**src/rtl/mux_3_sel_if.sv**
```systemverilog
// ---------------------------------------------------------------------------
// mux_3_sel_if
//   Bundle of the ALU operand-B select signals between the decode/register
//   read stage (master) and the operand-B select block (slave).
//
//   Signals
//     M3               master -> slave  1  select: 1 = immediate, 0 = register
//     Sign_ext_1_out   master -> slave  N  sign-extended immediate
//     Reg_read_data_2  master -> slave  N  register file read port 2
//     en               master -> slave  1  pipeline advance (0 = hold)
//     flush            master -> slave  1  synchronous bubble insert
//     MUX_3_out        slave  -> master N  combinational selected operand
//     MUX_3_out_q      slave  -> master N  registered selected operand
//     sel_q            slave  -> master 1  registered copy of M3
//
//   Pipeline control semantics: there is no valid/ready pair. On each rising
//   clock edge, flush = 1 inserts a bubble (flush beats en), otherwise en = 1
//   captures the current selection and en = 0 stalls, holding the registered
//   outputs. The combinational output ignores en and flush entirely.
// ---------------------------------------------------------------------------
interface mux_3_sel_if #(
    parameter int N = 16
);
    logic         M3;
    logic [N-1:0] Sign_ext_1_out;
    logic [N-1:0] Reg_read_data_2;
    logic         en;
    logic         flush;
    logic [N-1:0] MUX_3_out;
    logic [N-1:0] MUX_3_out_q;
    logic         sel_q;

    // Decode / register-read side: drives select, sources and control.
    modport master (
        output M3,
        output Sign_ext_1_out,
        output Reg_read_data_2,
        output en,
        output flush,
        input  MUX_3_out,
        input  MUX_3_out_q,
        input  sel_q
    );

    // Operand-B select block.
    modport slave (
        input  M3,
        input  Sign_ext_1_out,
        input  Reg_read_data_2,
        input  en,
        input  flush,
        output MUX_3_out,
        output MUX_3_out_q,
        output sel_q
    );
endinterface

```
**src/rtl/mux_3_sel.sv**
```systemverilog
// ---------------------------------------------------------------------------
// mux_3_sel
//   ALU operand-B source select for the 16-bit RISC datapath. Chooses between
//   register-file read port 2 and the sign-extended immediate.
//     - MUX_3_out   : combinational, same-cycle feed to the ALU.
//     - MUX_3_out_q : registered copy with hold (en = 0) and flush, feeding
//                     the EX pipeline register.
//     - sel_q       : registered copy of M3 for debug / hazard logic.
//
//   Ports
//     clk  in  1   system clock, rising edge
//     rst  in  1   asynchronous, active-high reset (clears MUX_3_out_q, sel_q)
//     bus  slave modport of mux_3_sel_if (select, sources, en, flush, outputs)
//
//   Parameters
//     N          data width of both sources and outputs
//     FLUSH_VAL  value loaded into MUX_3_out_q on flush
// ---------------------------------------------------------------------------
module mux_3_sel #(
    parameter int           N         = 16,
    parameter logic [N-1:0] FLUSH_VAL = '0
) (
    input  logic        clk,
    input  logic        rst,
    mux_3_sel_if.slave  bus
);

    logic [N-1:0] w_mux_out;
    logic [N-1:0] r_mux_out_q;
    logic         r_sel_q;

    // Ternary rather than case/default: an unknown M3 propagates X to the
    // output instead of being masked onto one of the sources.
    always_comb begin
        w_mux_out = bus.M3 ? bus.Sign_ext_1_out : bus.Reg_read_data_2;
    end

    // Priority: reset, then flush (bubble wins over advance), then en.
    always_ff @(posedge clk or posedge rst) begin
        if (rst) begin
            r_mux_out_q <= '0;
            r_sel_q     <= 1'b0;
        end else if (bus.flush) begin
            r_mux_out_q <= FLUSH_VAL;
            r_sel_q     <= 1'b0;
        end else if (bus.en) begin
            r_mux_out_q <= w_mux_out;
            r_sel_q     <= bus.M3;
        end
    end

    assign bus.MUX_3_out   = w_mux_out;
    assign bus.MUX_3_out_q = r_mux_out_q;
    assign bus.sel_q       = r_sel_q;

endmodule

```
**src/flat_wrapper.sv**
```systemverilog
// flat-port wrapper written by rule: the top's interface ports become plain ports
module mux_3_sel_flat 
#(
    parameter int           N         = 16,
    parameter logic [N-1:0] FLUSH_VAL = '0
)
  (clk, rst, bus_M3, bus_Sign_ext_1_out, bus_Reg_read_data_2, bus_en, bus_flush, bus_MUX_3_out, bus_MUX_3_out_q, bus_sel_q);
  mux_3_sel_if #(.N(N)) bus_i ();
  input  logic clk;
  input  logic rst;
  input wire logic [$bits(bus_i.M3)-1:0] bus_M3;
  input wire logic [$bits(bus_i.Sign_ext_1_out)-1:0] bus_Sign_ext_1_out;
  input wire logic [$bits(bus_i.Reg_read_data_2)-1:0] bus_Reg_read_data_2;
  input wire logic [$bits(bus_i.en)-1:0] bus_en;
  input wire logic [$bits(bus_i.flush)-1:0] bus_flush;
  output wire logic [$bits(bus_i.MUX_3_out)-1:0] bus_MUX_3_out;
  output wire logic [$bits(bus_i.MUX_3_out_q)-1:0] bus_MUX_3_out_q;
  output wire logic [$bits(bus_i.sel_q)-1:0] bus_sel_q;
  assign bus_i.M3 = bus_M3;
  assign bus_i.Sign_ext_1_out = bus_Sign_ext_1_out;
  assign bus_i.Reg_read_data_2 = bus_Reg_read_data_2;
  assign bus_i.en = bus_en;
  assign bus_i.flush = bus_flush;
  assign bus_MUX_3_out = bus_i.MUX_3_out;
  assign bus_MUX_3_out_q = bus_i.MUX_3_out_q;
  assign bus_sel_q = bus_i.sel_q;
  mux_3_sel #(.N(N), .FLUSH_VAL(FLUSH_VAL)) u_core (.clk(clk), .rst(rst), .bus(bus_i));
endmodule
```
**config.mk**
```make
export PLATFORM = sky130hd
export DESIGN_NAME = mux_3_sel_flat
export DESIGN_NICKNAME = d
export VERILOG_FILES = /design/src/rtl/mux_3_sel_if.sv /design/src/rtl/mux_3_sel.sv /design/src/flat_wrapper.sv
export SDC_FILE = /design/constraint.sdc
export NUM_CORES = 1
export LEC_CHECK = 0
export BUFFER_PORTS_ARGS = -buffer_cell sky130_fd_sc_hd__buf_4
export CELL_PAD_IN_SITES_DETAIL_PLACEMENT = 0
export CELL_PAD_IN_SITES_GLOBAL_PLACEMENT = 1
export CORE_UTILIZATION = 29
export DETAILED_ROUTE_END_ITERATION = 7
export GPL_ROUTABILITY_DRIVEN = 0
export HOLD_SLACK_MARGIN = 0.03
export PLACE_DENSITY = 0.76
export REMOVE_ABC_BUFFERS = 1
export SLEW_MARGIN = 10
export SYNTH_ARGS = -nofsm -noshare
export SYNTH_HDL_FRONTEND = slang
export SYNTH_SLANG_ARGS = --single-unit
```
**constraint.sdc**
```tcl
create_clock -name clk -period 1.08 [get_ports clk]
set_clock_uncertainty 0.2 [all_clocks]
set_input_delay 0.054 -clock clk [delete_from_list [all_inputs] [get_ports clk]]
set_output_delay 0.054 -clock clk [all_outputs]
set_load 0.005 [all_outputs]
```
======== Word-level counts from Yosys, hierarchy flattened ========
Index checks and enable logic that the tools add are counted.
W data, S select, Z words.
cells by class
  mux-type cells .......................... 5
  reductions and logical operators ........ 1
operators with widths
  cell                number
  $mux W16            3
  $mux W1             2
  $reduce_bool A2 Y1  1
storage, ports and cells
  bits of input ports ..................... 37
  register bits after elaboration ......... 17

======== Longest topological paths before layout ========
  word-level depth ........................ 3
  mapped depth ............................ 4
  mapped depth without buffers ............ 2

======== Worst setup path after synthesis ========
Ideal clock, no wire load.
  kind .................................... input -> register
  from .................................... input bus_M3
  to ...................................... register u_core.r_mux_out_q[10] (netlist: u_core.bus.MUX_3_out_q[10])
  data arrival time ....................... 0.770 ns
  path buffers ............................ 2
  stages .................................. 4
  data required time ...................... 0.761 ns
  path slack .............................. -0.009 ns
  cells stage by stage .................... buf_6 buf_12 mux2_4 o21a_1
between the ends
  longest elaborated chain between the ends .. 3
ends and longest elaborated chain
  item                   RTL line            source
  from (decl)            flat_wrapper.sv:11  input wire logic [$bits(bus_i.M3)-1:0] bus_M3;
  $mux W16               mux_3_sel.sv:35     w_mux_out = bus.M3 ? bus.Sign_ext_1_out : bus.Reg_read_data_2;
  via bus_MUX_3_out[10]  flat_wrapper.sv:16  output wire logic [$bits(bus_i.MUX_3_out)-1:0] bus_MUX_3_out;
  $mux W16               mux_3_sel.sv:46     end else if (bus.en) begin
  $mux W16               mux_3_sel.sv:43     end else if (bus.flush) begin
  to (signal assigned)   mux_3_sel.sv:47     r_mux_out_q <= w_mux_out;
  to (decl)              mux_3_sel.sv:29     logic [N-1:0] r_mux_out_q;
The timed path passes the listed nets, and every way through them passes these cells. The select of a mux whose other input is x is not followed.
A chain may end at the register's enable or synchronous reset.

======== Final worst setup path ========
  from .................................... register u_core.r_mux_out_q[6] (netlist: u_core.bus.MUX_3_out_q[6])
  to ...................................... output bus_MUX_3_out_q[6]
RTL lines
  item       RTL line            source
  to (decl)  flat_wrapper.sv:17  output wire logic [$bits(bus_i.MUX_3_out_q)-1:0] bus_MUX_3_out_q;
No word-level cell between the ends.

==> results.sh <==
export IMPL_fmax_mhz=933
export IMPL_placed_area_mm2=0.00154
export IMPL_cts_sinks=17
export IMPL_yosysUniqueCellTypes=12
export IMPL_ys_flop_type="dfrtp_1"
export IMPL_root_buffer="clkbuf_4"
export IMPL_antenna_found_initial=0
export IMPL_die_area_mm2=0.00365
export IMPL_grt_pass1_vias=933
export IMPL_wl_mm=2.71
export IMPL_synth_edf_count=0
export IMPL_synthesis_area_um2=991
export IMPL_dp_hpwl_mm=2.08
export IMPL_wire_per_inst_um=14.2
export IMPL_grt_max_degree=18
export IMPL_overflow=0
export IMPL_globalRouteTotalUtil=0.156
export IMPL_crit_type="reg2out"
export IMPL_outcome="complete, but fails checks"
export IMPL_syn_inst=75
export IMPL_cpPeakStageDelay_ps=410
export IMPL_port_buffer_count=69
export IMPL_cp_top_family="flip-flops"
export IMPL_required_ps=830
export IMPL_min_path_type="in2reg"
export IMPL_seq_area_frac_synth=0.429
export IMPL_cts_reportedPaths_clkPinSlew_ps=100
export IMPL_fin_crit_ps=1070
export IMPL_synth_async_sr_flop_share=1.00
export IMPL_cts_made_buffers=3
export IMPL_ff_latch_area_um2=425
export IMPL_maxCapViolCount=0
export IMPL_post_cts_buffers=0
export IMPL_core_rowCount=20
export IMPL_yosysWarnings=0
export IMPL_slew_viol_final=0
export IMPL_synth_top_area_share=0.429
export IMPL_cts_buffer_depth=2
export IMPL_max_vdd_ir_drop_uv=284
export IMPL_synth_area_leaders="dfrtp_1 43%, o21ba_2 16%, mux2_4 14%, o21a_1 12%, mux2_2 8.0%"
export IMPL_worstPathCellList="buf_6"
export IMPL_crit_path_end_kind="output pin"
export IMPL_hold_slack_ps=-158
export IMPL_fin_nets=184
export IMPL_die_y_um=60.5
export IMPL_grt_pass1_wl_mm=4.16
export IMPL_timing_slew_headroom=0.638
export IMPL_htreeDepth=1
export IMPL_hold_buffers=1
export IMPL_grt_setup_unrepaired="true"
export IMPL_powerDensity_mw_per_mm2=956
export IMPL_first_pass_iters=5
export IMPL_hold_viol=17
export IMPL_vias=900
export IMPL_fin_area_mm2=0.00164
export IMPL_initial_core_util=0.314
export IMPL_antenna_cells=0
export IMPL_synthTopCellsByCount="17 x dfrtp_1, 16 x o21a_1, 16 x o21ba_2"
export IMPL_tightestPinTransition_ps=542
export IMPL_start_kind="flip-flop"
export IMPL_multi_input_area_um2=508
export IMPL_violations="hold timing"
export IMPL_die_w_um=60.5
export IMPL_fin_crit_sh=0.992
export IMPL_viasPerCell=4.74
export IMPL_num_io_pins=70
export IMPL_finalPower_w=0.00157
export IMPL_path_buf_inv=1
export IMPL_ant_nets=0
export IMPL_core_area_mm2=0.00315
export IMPL_cp_arrival_ps=820
export IMPL_setup_viol=0
export IMPL_cts_tree="done"
export IMPL_layout_drive_gt1_share=0.733
export IMPL_drc=0
export IMPL_ys_seq_elements=17
export IMPL_synth_most_common_cell="dfrtp_1"
export IMPL_synth_area_leader_cell="dfrtp_1"
export IMPL_finalNonFillerCells=190
export IMPL_placedCellCount=185
export IMPL_fillers=314
export IMPL_cp_max_fo=2
export IMPL_syn_avg_cell_area_um2=13.2
export IMPL_insertion_delay_ps=280
export IMPL_p_leak_nw=0.813
export IMPL_crit_slowest_cell="dfrtp_1"
export IMPL_areaGrowthSynthToFinish_pct=65.5
export IMPL_drtIter0Drc=18
logic make-up after synthesis:
logic type / Yosys count / synth area share
AO/OA/AOI/OAI: 32 / 0.283
buffers and inverters: 8 / 0.0581
flip-flops: 17 / 0.429
multiplexers: 17 / 0.226
AND/OR/NAND/NOR: 1 / 0.00378
stage by stage:
stage | hold WS [ps] | TNS (ps) | util | setup slack [ps]
6_report | -158 | 0 | 0.520 | 8.17
5_1_grt | -168 | -590 | 0.520 | -52.5
4_1_cts | -169 | -64.8 | 0.518 | -14.3
3_5_place_dp | -106 | -1990 | 0.487 | -139
3_3_place_gp | -108 | -1300 | 0.487 | -100
2_1_floorplan | -220 | 0 | - | 105
metal layers:
metal	track usage	vias to the layer above	routed length (µm)	share of wire
met4	0.0682	0	17	0.0063
met3	0.0362	2	280	0.10
met2	0.287	45	1400	0.52
met5	0	-	0	0
met1	0.170	442	1000	0.37
li1	-	411	-	-
final cells by class:
cell class | count | share of cell area
timing repair buffer | 73 | 0.377
sequential | 17 | 0.259
tap | 44 | 0.0336
inverter | 2 | 0.00458
clock buffer | 4 | 0.0160
multi-input combinational | 50 | 0.310
worst paths after layout:
path                       slack (ps)                       from  cells after the start                         to
min in group asynchronous         140                        rst                      4  u_core.bus.MUX_3_out_q[4]
setup / recovery                    8  u_core.bus.MUX_3_out_q[6]                      1         bus_MUX_3_out_q[6]
hold reg to reg                   370           u_core.bus.sel_q                      2           u_core.bus.sel_q
hold / removal                   -160                  bus_flush                      2           u_core.bus.sel_q
setup reg to reg                   60  u_core.bus.MUX_3_out_q[6]                      2  u_core.bus.MUX_3_out_q[6]
max in group asynchronous         340                        rst                      4  u_core.bus.MUX_3_out_q[8]
state kept, by name, indices dropped and copies added (netlist names):
signal	cells
u_core.bus.MUX_3_out_q	16
u_core.bus.sel_q	1
power breakdown:
group / total, W / internal, W / switching (W)
logic: 0.000519 / 0.000352 / 0.000167
registers: 0.000714 / 0.000681 / 0.0000334
clock network: 0.000336 / 0.000143 / 0.000193
what timing repair did:
item,4_1_cts,5_1_grt
resized for setup,16,2
hold endpoints to repair,34,17
cloned,0,0
setup endpoints to repair,22,17
pin swaps,0,0
placed cells by master, fill, tap and decap left out:
cell           Yosys  final
o21ba_2           16     16
buf_4              0     54
mux2_4             9      9
inv_1              2      2
nor2_1             1      1
clkbuf_1           1      1
buf_6              1     18
mux2i_1            1      1
dfrtp_1           17     17
mux2_2             7      7
o21a_1            16     16
clkbuf_4           0      3
dlygate4sd3_1      0      1
(Power assumes the default switching activity.)
